**src/rtl/grid_readback_if.sv**
```systemverilog
// Memory-side bus of grid_readback: grid RAM read port, edge ROMs and the
// shared-address position RAM pair.
interface grid_readback_if;
    logic               grid_re;
    logic        [31:0] grid_addr;
    logic signed [31:0] grid_dout;

    logic               ea_re;
    logic               eb_re;
    logic        [31:0] ea_addr;
    logic        [31:0] eb_addr;
    logic signed [31:0] ea_dout;
    logic signed [31:0] eb_dout;

    logic               pos_re;
    logic               pos_we;
    logic        [31:0] pos_addr;
    logic signed [31:0] pos_din_x;
    logic signed [31:0] pos_din_y;
    logic signed [31:0] pos_dout_x;
    logic signed [31:0] pos_dout_y;

    modport master (
        output grid_re, grid_addr, ea_re, eb_re, ea_addr, eb_addr,
               pos_re, pos_we, pos_addr, pos_din_x, pos_din_y,
        input  grid_dout, ea_dout, eb_dout, pos_dout_x, pos_dout_y
    );

    modport slave (
        input  grid_re, grid_addr, ea_re, eb_re, ea_addr, eb_addr,
               pos_re, pos_we, pos_addr, pos_din_x, pos_din_y,
        output grid_dout, ea_dout, eb_dout, pos_dout_x, pos_dout_y
    );
endinterface

```
**src/rtl/grid_readback.sv**
```systemverilog
// Readback/check stage after placement: rebuilds node positions from the grid
// RAM, flags range/duplicate errors, then replays the edge list to compute an
// independent wirelength-style cost.
//
// state | meaning
// IDLE  | waiting for start
// CLR   | writing -1 to every position entry, clearing the seen bitmap
// SCAN  | issue grid read for cell c, or move to edge replay when c==N*N
// WG    | grid read latency
// CHK   | validate grid word, record position
// EDGE  | issue edge ROM reads for edge e, or finish when e==N_EDGE
// WE    | edge ROM latency
// PA    | latch endpoint b, issue position read for endpoint a
// WA    | position read latency (a)
// PB    | latch xa/ya, issue position read for endpoint b
// WB    | position read latency (b)
// ACC   | check both endpoints placed, accumulate cost
// DONE  | finished cleanly
// ERR   | finished with err_code
module grid_readback #(
    parameter int N      = 6,
    parameter int NODES  = 32,
    parameter int N_EDGE = 29
) (
    input  logic            clk_i,
    input  logic            reset_ni,
    input  logic            start_i,
    output logic            busy_o,
    output logic            done_o,
    output logic            error_o,
    output logic [1:0]      err_code_o,
    output logic [31:0]     cost_o,
    output logic [31:0]     placed_o,
    grid_readback_if.master mem
);

    localparam int CELLS = N * N;
    localparam int NW    = (NODES > 1) ? $clog2(NODES) : 1;
    localparam logic signed [31:0] NODES_S = NODES;
    localparam logic signed [31:0] EMPTY   = -32'sd1;

    typedef enum logic [3:0] {
        S_IDLE, S_CLR, S_SCAN, S_WG, S_CHK, S_EDGE, S_WE,
        S_PA, S_WA, S_PB, S_WB, S_ACC, S_DONE, S_ERR
    } state_t;

    state_t             state_q, state_d;
    logic        [31:0] clr_q, clr_d;
    logic        [31:0] c_q, c_d;
    logic        [31:0] row_q, row_d;
    logic        [31:0] col_q, col_d;
    logic        [31:0] e_q, e_d;
    logic signed [31:0] b_q, b_d;
    logic signed [31:0] xa_q, xa_d;
    logic signed [31:0] ya_q, ya_d;
    logic        [31:0] cost_q, cost_d;
    logic        [31:0] placed_q, placed_d;
    logic        [1:0]  err_code_q, err_code_d;
    logic [NODES-1:0]   seen_q, seen_d;
    logic               grid_re_q, grid_re_d;
    logic        [31:0] grid_addr_q, grid_addr_d;
    logic               edge_re_q, edge_re_d;
    logic        [31:0] edge_addr_q, edge_addr_d;
    logic               pos_re_q, pos_re_d;
    logic               pos_we_q, pos_we_d;
    logic        [31:0] pos_addr_q, pos_addr_d;
    logic signed [31:0] pos_din_x_q, pos_din_x_d;
    logic signed [31:0] pos_din_y_q, pos_din_y_d;

    logic signed [31:0] grid_d;
    logic               cell_empty, id_bad, id_dup, unplaced;
    logic [NW-1:0]      id_idx;
    logic signed [31:0] dx, dy, adx, ady;

    // Decode of the grid word and the endpoint distance terms used by CHK/ACC.
    always_comb begin
        grid_d     = mem.grid_dout;
        id_idx     = grid_d[NW-1:0];
        cell_empty = (grid_d == EMPTY);
        id_bad     = (grid_d < EMPTY) || (grid_d >= NODES_S);
        id_dup     = seen_q[id_idx];
        unplaced   = (xa_q == EMPTY) || (mem.pos_dout_x == EMPTY);
        dx         = xa_q - mem.pos_dout_x;
        dy         = ya_q - mem.pos_dout_y;
        adx        = dx[31] ? -dx : dx;
        ady        = dy[31] ? -dy : dy;
    end

    // State register.
    always_ff @(posedge clk_i) begin
        if (!reset_ni) state_q <= S_IDLE;
        else           state_q <= state_d;
    end

    // Next-state logic.
    always_comb begin
        state_d = state_q;
        unique case (state_q)
            S_IDLE, S_DONE, S_ERR: if (start_i) state_d = S_CLR;
            S_CLR:  if (clr_q == 32'(NODES - 1)) state_d = S_SCAN;
            S_SCAN: state_d = (c_q == 32'(CELLS)) ? S_EDGE : S_WG;
            S_WG:   state_d = S_CHK;
            S_CHK: begin
                if (cell_empty)  state_d = S_SCAN;
                else if (id_bad) state_d = S_ERR;
                else if (id_dup) state_d = S_ERR;
                else             state_d = S_SCAN;
            end
            S_EDGE: state_d = (e_q == 32'(N_EDGE)) ? S_DONE : S_WE;
            S_WE:   state_d = S_PA;
            S_PA:   state_d = S_WA;
            S_WA:   state_d = S_PB;
            S_PB:   state_d = S_WB;
            S_WB:   state_d = S_ACC;
            S_ACC:  state_d = unplaced ? S_ERR : S_EDGE;
            default: state_d = S_IDLE;
        endcase
    end

    // Datapath next values, memory strobes and status outputs.
    always_comb begin
        clr_d       = clr_q;
        c_d         = c_q;
        row_d       = row_q;
        col_d       = col_q;
        e_d         = e_q;
        b_d         = b_q;
        xa_d        = xa_q;
        ya_d        = ya_q;
        cost_d      = cost_q;
        placed_d    = placed_q;
        err_code_d  = err_code_q;
        seen_d      = seen_q;
        grid_re_d   = 1'b0;
        grid_addr_d = grid_addr_q;
        edge_re_d   = 1'b0;
        edge_addr_d = edge_addr_q;
        pos_re_d    = 1'b0;
        pos_we_d    = 1'b0;
        pos_addr_d  = pos_addr_q;
        pos_din_x_d = pos_din_x_q;
        pos_din_y_d = pos_din_y_q;

        busy_o  = !(state_q inside {S_IDLE, S_DONE, S_ERR});
        done_o  = (state_q == S_DONE) || (state_q == S_ERR);
        error_o = (state_q == S_ERR);

        unique case (state_q)
            S_IDLE, S_DONE, S_ERR: begin
                if (start_i) begin
                    cost_d     = '0;
                    placed_d   = '0;
                    err_code_d = 2'd0;
                    clr_d      = '0;
                end
            end
            S_CLR: begin
                pos_we_d    = 1'b1;
                pos_addr_d  = clr_q;
                pos_din_x_d = EMPTY;
                pos_din_y_d = EMPTY;
                clr_d       = clr_q + 32'd1;
                seen_d      = '0;
                c_d         = '0;
                row_d       = '0;
                col_d       = '0;
            end
            S_SCAN: begin
                if (c_q == 32'(CELLS)) begin
                    e_d = '0;
                end else begin
                    grid_re_d   = 1'b1;
                    grid_addr_d = c_q;
                end
            end
            S_CHK: begin
                if (!cell_empty && id_bad) begin
                    err_code_d = 2'd1;
                end else if (!cell_empty && id_dup) begin
                    err_code_d = 2'd2;
                end else begin
                    if (!cell_empty) begin
                        seen_d[id_idx] = 1'b1;
                        placed_d       = placed_q + 32'd1;
                        pos_we_d       = 1'b1;
                        pos_addr_d     = grid_d;
                        pos_din_x_d    = row_q;
                        pos_din_y_d    = col_q;
                    end
                    // Row/column track c so c/N and c%N need no divider.
                    c_d = c_q + 32'd1;
                    if (col_q == 32'(N - 1)) begin
                        col_d = '0;
                        row_d = row_q + 32'd1;
                    end else begin
                        col_d = col_q + 32'd1;
                    end
                end
            end
            S_EDGE: begin
                if (e_q != 32'(N_EDGE)) begin
                    edge_re_d   = 1'b1;
                    edge_addr_d = e_q;
                end
            end
            S_PA: begin
                b_d        = mem.eb_dout;
                pos_re_d   = 1'b1;
                pos_addr_d = mem.ea_dout;
            end
            S_PB: begin
                xa_d       = mem.pos_dout_x;
                ya_d       = mem.pos_dout_y;
                pos_re_d   = 1'b1;
                pos_addr_d = b_q;
            end
            S_ACC: begin
                if (unplaced) begin
                    err_code_d = 2'd3;
                end else begin
                    cost_d = cost_q + adx + ady - 32'd1;
                    e_d    = e_q + 32'd1;
                end
            end
            default: ;
        endcase
    end

    // Datapath and strobe registers.
    always_ff @(posedge clk_i) begin
        if (!reset_ni) begin
            clr_q       <= '0;
            c_q         <= '0;
            row_q       <= '0;
            col_q       <= '0;
            e_q         <= '0;
            b_q         <= '0;
            xa_q        <= '0;
            ya_q        <= '0;
            cost_q      <= '0;
            placed_q    <= '0;
            err_code_q  <= 2'd0;
            seen_q      <= '0;
            grid_re_q   <= 1'b0;
            grid_addr_q <= '0;
            edge_re_q   <= 1'b0;
            edge_addr_q <= '0;
            pos_re_q    <= 1'b0;
            pos_we_q    <= 1'b0;
            pos_addr_q  <= '0;
            pos_din_x_q <= '0;
            pos_din_y_q <= '0;
        end else begin
            clr_q       <= clr_d;
            c_q         <= c_d;
            row_q       <= row_d;
            col_q       <= col_d;
            e_q         <= e_d;
            b_q         <= b_d;
            xa_q        <= xa_d;
            ya_q        <= ya_d;
            cost_q      <= cost_d;
            placed_q    <= placed_d;
            err_code_q  <= err_code_d;
            seen_q      <= seen_d;
            grid_re_q   <= grid_re_d;
            grid_addr_q <= grid_addr_d;
            edge_re_q   <= edge_re_d;
            edge_addr_q <= edge_addr_d;
            pos_re_q    <= pos_re_d;
            pos_we_q    <= pos_we_d;
            pos_addr_q  <= pos_addr_d;
            pos_din_x_q <= pos_din_x_d;
            pos_din_y_q <= pos_din_y_d;
        end
    end

    assign err_code_o    = err_code_q;
    assign cost_o        = cost_q;
    assign placed_o      = placed_q;
    assign mem.grid_re   = grid_re_q;
    assign mem.grid_addr = grid_addr_q;
    assign mem.ea_re     = edge_re_q;
    assign mem.eb_re     = edge_re_q;
    assign mem.ea_addr   = edge_addr_q;
    assign mem.eb_addr   = edge_addr_q;
    assign mem.pos_re    = pos_re_q;
    assign mem.pos_we    = pos_we_q;
    assign mem.pos_addr  = pos_addr_q;
    assign mem.pos_din_x = pos_din_x_q;
    assign mem.pos_din_y = pos_din_y_q;

endmodule

```
**src/flat_wrapper.sv**
```systemverilog
// flat-port wrapper written by rule: the top's interface ports become plain ports
module grid_readback_flat 
#(
    parameter int N      = 6,
    parameter int NODES  = 32,
    parameter int N_EDGE = 29
)
  (clk_i, reset_ni, start_i, busy_o, done_o, error_o, err_code_o, cost_o, placed_o, mem_grid_re, mem_grid_addr, mem_ea_re, mem_eb_re, mem_ea_addr, mem_eb_addr, mem_pos_re, mem_pos_we, mem_pos_addr, mem_pos_din_x, mem_pos_din_y, mem_grid_dout, mem_ea_dout, mem_eb_dout, mem_pos_dout_x, mem_pos_dout_y);
  grid_readback_if mem_i ();
  input  logic clk_i;
  input  logic reset_ni;
  input  logic start_i;
  output logic busy_o;
  output logic done_o;
  output logic error_o;
  output logic [1:0] err_code_o;
  output logic [31:0] cost_o;
  output logic [31:0] placed_o;
  output wire logic [$bits(mem_i.grid_re)-1:0] mem_grid_re;
  output wire logic [$bits(mem_i.grid_addr)-1:0] mem_grid_addr;
  output wire logic [$bits(mem_i.ea_re)-1:0] mem_ea_re;
  output wire logic [$bits(mem_i.eb_re)-1:0] mem_eb_re;
  output wire logic [$bits(mem_i.ea_addr)-1:0] mem_ea_addr;
  output wire logic [$bits(mem_i.eb_addr)-1:0] mem_eb_addr;
  output wire logic [$bits(mem_i.pos_re)-1:0] mem_pos_re;
  output wire logic [$bits(mem_i.pos_we)-1:0] mem_pos_we;
  output wire logic [$bits(mem_i.pos_addr)-1:0] mem_pos_addr;
  output wire logic [$bits(mem_i.pos_din_x)-1:0] mem_pos_din_x;
  output wire logic [$bits(mem_i.pos_din_y)-1:0] mem_pos_din_y;
  input wire logic [$bits(mem_i.grid_dout)-1:0] mem_grid_dout;
  input wire logic [$bits(mem_i.ea_dout)-1:0] mem_ea_dout;
  input wire logic [$bits(mem_i.eb_dout)-1:0] mem_eb_dout;
  input wire logic [$bits(mem_i.pos_dout_x)-1:0] mem_pos_dout_x;
  input wire logic [$bits(mem_i.pos_dout_y)-1:0] mem_pos_dout_y;
  assign mem_grid_re = mem_i.grid_re;
  assign mem_grid_addr = mem_i.grid_addr;
  assign mem_ea_re = mem_i.ea_re;
  assign mem_eb_re = mem_i.eb_re;
  assign mem_ea_addr = mem_i.ea_addr;
  assign mem_eb_addr = mem_i.eb_addr;
  assign mem_pos_re = mem_i.pos_re;
  assign mem_pos_we = mem_i.pos_we;
  assign mem_pos_addr = mem_i.pos_addr;
  assign mem_pos_din_x = mem_i.pos_din_x;
  assign mem_pos_din_y = mem_i.pos_din_y;
  assign mem_i.grid_dout = mem_grid_dout;
  assign mem_i.ea_dout = mem_ea_dout;
  assign mem_i.eb_dout = mem_eb_dout;
  assign mem_i.pos_dout_x = mem_pos_dout_x;
  assign mem_i.pos_dout_y = mem_pos_dout_y;
  grid_readback #(.N(N), .NODES(NODES), .N_EDGE(N_EDGE)) u_core (.clk_i(clk_i), .reset_ni(reset_ni), .start_i(start_i), .busy_o(busy_o), .done_o(done_o), .error_o(error_o), .err_code_o(err_code_o), .cost_o(cost_o), .placed_o(placed_o), .mem(mem_i));
endmodule
```
**config.mk**
```make
export PLATFORM = sky130hd
export DESIGN_NAME = grid_readback_flat
export DESIGN_NICKNAME = d
export VERILOG_FILES = /design/src/rtl/grid_readback_if.sv /design/src/rtl/grid_readback.sv /design/src/flat_wrapper.sv
export SDC_FILE = /design/constraint.sdc
export NUM_CORES = 2
export LEC_CHECK = 0
export CAP_MARGIN = 20
export CELL_PAD_IN_SITES_DETAIL_PLACEMENT = 0
export CELL_PAD_IN_SITES_GLOBAL_PLACEMENT = 2
export CORE_MARGIN = 5
export CORE_UTILIZATION = 35
export CTS_CLUSTER_SIZE = 14
export DETAILED_ROUTE_END_ITERATION = 6
export GPL_ROUTABILITY_DRIVEN = 0
export PLACE_DENSITY_LB_ADDON = 0.1
export SETUP_SLACK_MARGIN = 0.1
export SYNTH_ARGS = -nofsm -noshare
export SYNTH_HDL_FRONTEND = slang
export SYNTH_SLANG_ARGS = --single-unit
```
**constraint.sdc**
```tcl
create_clock -name clk_i -period 20.6 [get_ports clk_i]
set_clock_uncertainty 0.05 [all_clocks]
set_input_delay 4.12 -clock clk_i [delete_from_list [all_inputs] [get_ports clk_i]]
set_output_delay 4.12 -clock clk_i [all_outputs]
set_load 0.01 [all_outputs]
```
==> summary.md <==
| Metric | Value |
|---|---|
| Status | `complete, but fails checks` |
| Failing checks | `design-rule violations` |
| Crit path buf inv count | `3` |
| CTS buffer count | `67` |
| Worst hold path type | `flip-flop to flip-flop` |
| Reg2Reg Capture Point | `u_core.cost_o[31]$_SDFFE_PN0P_` |
| HP Start | `u_core.mem.grid_addr[28]$_SDFFE_PN0P_` |
| Remaining Overflow, GRT | `0` |
| Mean number of vias per cell | `5.13` |
| PD cells | `93.7 nW/um2` |
| Worst-margin pin slew | `1.06 ns` |
| Cell-internal power | `2.28 mW` |
| Largest delay share family, worst path | `compound AO/OA/AOI/OAI gates` |
| Vias | `26,775` |
| Period utilisation layout | `54.8%` |
| FFs w/ async S/R, synth | `0%` |
| Largest net degree at the start of global routing | `145` |
| Syn nets | `4,099` |
| Post-Syn Area | `29,400 um2` |
| Clock sink total | `522` |
| Leak | `14.1 nW` |
| Pre-Repair DR Iteration Count | `7` |
| Final setup viols | `0` |
| Max-cap violations | `0` |
| Post-DP HPWL | `69,600 um` |
| Reg area | `10,500 um2` |
| Cells after Synth | `3,764` |
| R2R cell count | `28` |
| Top cell type's share of synthesized area | `35.6%` |
| Area of the multi-input gates | `17,300 um2` |
| Initial antenna violation count | `1` |
| Worst Setup SP | `mem_pos_dout_x[1]` |
| H-tree Lvls | `3` |
| Endpoints failing hold | `0` |
| Clock Path Buffers | `3` |
| Worst EP arrival | `11.69 ns` |
| DIE AREA | `89,800 um2` |
| Hold Path Sink | `u_core.mem.grid_addr[28]$_SDFFE_PN0P_` |
| Post-CTS Setup Repair Bufs | `0` |
| FILL cells | `8,595` |
| Largest area contributor in the netlist | `dfxtp_1` |
| WL final | `96,200 um` |
| I/O pin cnt | `429` |
| Max Clk Rate | `88.6 MHz` |
| Synth area leaders | `dfxtp_1, nor2_1, a21oi_1, nand2_1, ha_1` |
| Die W | `300 um` |
| Die H | `300 um` |
| DRC viols | `12` |
| Total track usage | `20.7%` |
| Nature of the critical path endpoint | `flip-flop` |
| Min Clock Period, post-route | `11.29 ns` |
| EDFF count, synth | `0` |
| Clock network power share | `34.9%` |
| Slowest stage cell, crit path | `clkdlybuf4s50_1` |
| Distinct cell type count after synthesis | `97` |
| Comb power frac | `31.3%` |
| Power Total | `3.44 mW` |
| Setup TNS | `0 ns` |
| Seq/Total Area, Yosys | `35.6%` |
| Worst setup SP type | `primary input` |
| CTS clk-pin slew, worst paths | `0.06 ns` |
| TritonCTS clock tree | `yes` |
| YS warnings | `0` |
| Worst Path Class, Setup | `primary input to flip-flop` |
| PortBufs | `428` |
| Net Sw Frac | `33.5%` |
| Relative max-transition margin | `29.5%` |
| Ys flop type | `dfxtp_1` |
| Max VDD drop | `0.113 mV` |
| RSZ-0062 raised after global routing | `no` |
| CORE AREA | `83,400 um2` |
| First-pass GRT wire length | `150,000 um` |
| Synth Area per Inst | `7.80 um2` |
| Max FO, Critical Path | `10` |
| Dominant cell type by count on the critical path | `a21oi_1` |
| Final slew viol count | `0` |
| Root Buffer | `clkbuf_16` |
| R2R Setup Slk | `13.06 ns` |
| Detailed router's first-iteration violation count | `1,561` |
| CTS resizes | `0` |
| CP max stage delay | `0.51 ns` |
| Critical path required time | `21.00 ns` |
| Count of state elements after synthesis | `522` |
| # rows | `106` |
| Post-DRT Antenna Nets | `0` |
| Hold path depth | `2` |
| Number of global-route vias before repair | `26,256` |
| Worst-Skew Late Latency | `0.63 ns` |
| Final #Nets | `4,421` |
| P&R area growth vs syn | `25.0%` |
| Reg power frac | `33.8%` |
| Reg2reg start | `u_core.xa_q[1]$_SDFFE_PN0P_` |
| # hold bufs at CTS | `0` |
| Layout cell share with drive strength beyond 1 | `4.71%` |
| Mean routed wirelength per cell | `18.4 um` |
| P_sw | `1.15 mW` |
| Initial core utilization | `35.2%` |
through the flow:
step	setup WS, ns	area, um2	utilization (%)	cells	hold slack (ns)
detailed placement	8.76	34400	41.2	5095	0.397
global route	8.83	36700	44.0	5217	0.416
finish	9.31	36700	44.0	5217	0.403
CTS	9.41	36600	43.9	5214	0.405
floorplan	10.20	29400	-	3764	0.382
global placement	8.90	34300	41.2	5093	0.392
kinds of logic (layout without fill, tap and decap cells):
kind of cell / count (synthesis) / count (layout) / share of synthesized area, %
multiplexers: 17 / 17 / 0.925
AO/OA/AOI/OAI: 794 / 794 / 16.7
flip-flops: 522 / 522 / 35.6
AND/OR/NAND/NOR: 1563 / 1563 / 24.0
XOR/XNOR: 297 / 297 / 8.91
other: 0 / 1 / 0
adder cells (fa/ha/maj): 172 / 172 / 8.17
buffers and inverters: 399 / 771 / 5.70
placed cells by master, fill, tap and decap left out, types with 14 or more instances in the layout:
cell type,count
nor2_1,558
nand2_1,535
dfxtp_1,522
clkdlybuf4s50_1,428
a21oi_1,411
inv_1,190
xor2_1,182
ha_1,139
xnor2_1,114
nand3_1,110
o21ai_0,85
nand4_1,78
clkbuf_16,67
a21o_1,54
and3_1,48
nor4_1,42
nor3_1,39
or3_1,37
a311oi_1,35
fa_1,33
a222oi_1,32
buf_4,30
a31oi_1,22
o21bai_1,20
a211oi_1,17
and4_1,17
clkbuf_8,17
clkbuf_1,17
and2_1,15
nor2b_1,15
a22oi_1,14
cell type report:
| class | instances | area share (%) |
|---|---|---|
| diodes | 1 | 0.00682 |
| clock buffers | 101 | 5.38 |
| clock inverters | 18 | 0.802 |
| inverters | 191 | 1.98 |
| multi-input cells | 2843 | 47.2 |
| flip-flops and latches | 522 | 28.5 |
| well taps | 1080 | 3.68 |
| repair buffers | 461 | 12.5 |
cells in the mapped netlist (10+ instances only):
library cell and number:
a211oi_1 17, a21o_1 54, a21oi_1 413, a222oi_1 32
a22oi_1 14, a311oi_1 35, a31oi_1 22, and2_1 16
and3_1 49, and4_1 17, buf_1 11, buf_4 35
clkbuf_1 153, dfxtp_1 522, fa_1 33, ha_1 139
inv_1 190, nand2_1 538, nand2b_1 10, nand3_1 110
nand4_1 78, nor2_1 559, nor2b_1 16, nor3_1 42
nor4_1 42, o21a_1 13, o21ai_0 87, o21bai_1 20
or3_1 37, xnor2_1 114, xor2_1 182
worst max-delay path by stage:
stage               slack [ns]  depth (start not counted)                             end
floorplan                10.20                         31  u_core.cost_o[31]$_SDFFE_PN0P_
global placement          8.90                         30  u_core.cost_o[31]$_SDFFE_PN0P_
detailed placement        8.76                         30  u_core.cost_o[31]$_SDFFE_PN0P_
CTS                       9.41                         30  u_core.cost_o[31]$_SDFFE_PN0P_
global route              8.83                         31  u_core.cost_o[31]$_SDFFE_PN0P_
finish                    9.31                         30  u_core.cost_o[31]$_SDFFE_PN0P_
flip-flops by register name (all words and copies together) (netlist names), 2 cells and up:
| signal | flops |
|---|---|
| u_core.b_q | 32 |
| u_core.c_q | 32 |
| u_core.clr_q | 32 |
| u_core.col_q | 32 |
| u_core.cost_o | 32 |
| u_core.e_q | 32 |
| u_core.mem.ea_addr | 32 |
| u_core.mem.grid_addr | 32 |
| u_core.mem.pos_addr | 32 |
| u_core.mem.pos_din_x | 32 |
| u_core.mem.pos_din_y | 32 |
| u_core.placed_o | 32 |
| u_core.row_q | 32 |
| u_core.seen_q | 32 |
| u_core.xa_q | 32 |
| u_core.ya_q | 32 |
| u_core.state_q | 4 |
| u_core.err_code_o | 2 |
worst min-delay path, stage by stage (launching register included):
cell	delay [ns]
dfxtp_1	0.31
nand2_1	0.05
a21oi_1	0.05
per-layer routing:
layer | GRT usage, % | up-vias | part of all wire [%]
met1 | 26.6 | 12628 | 44
li1 | - | 13576 | -
met5 | 0 | - | 0
met4 | 5.03 | 0 | 2.3
met3 | 3.93 | 106 | 4.6
met2 | 35.9 | 465 | 49
power groups by stage:
| stage | Sequential [mW] | Clock [mW] | Combinational, mW |
|---|---|---|---|
| after floorplan | 1.21 | 0 | 0.626 |
| after global placement | 1.19 | 0 | 1.08 |
| after detailed placement | 1.19 | 0 | 1.08 |
| after CTS | 1.17 | 1.24 | 1.08 |
| after global routing | 1.18 | 1.28 | 1.20 |
| final | 1.16 | 1.20 | 1.07 |
Note: power is estimated with default switching activity, not from simulation.
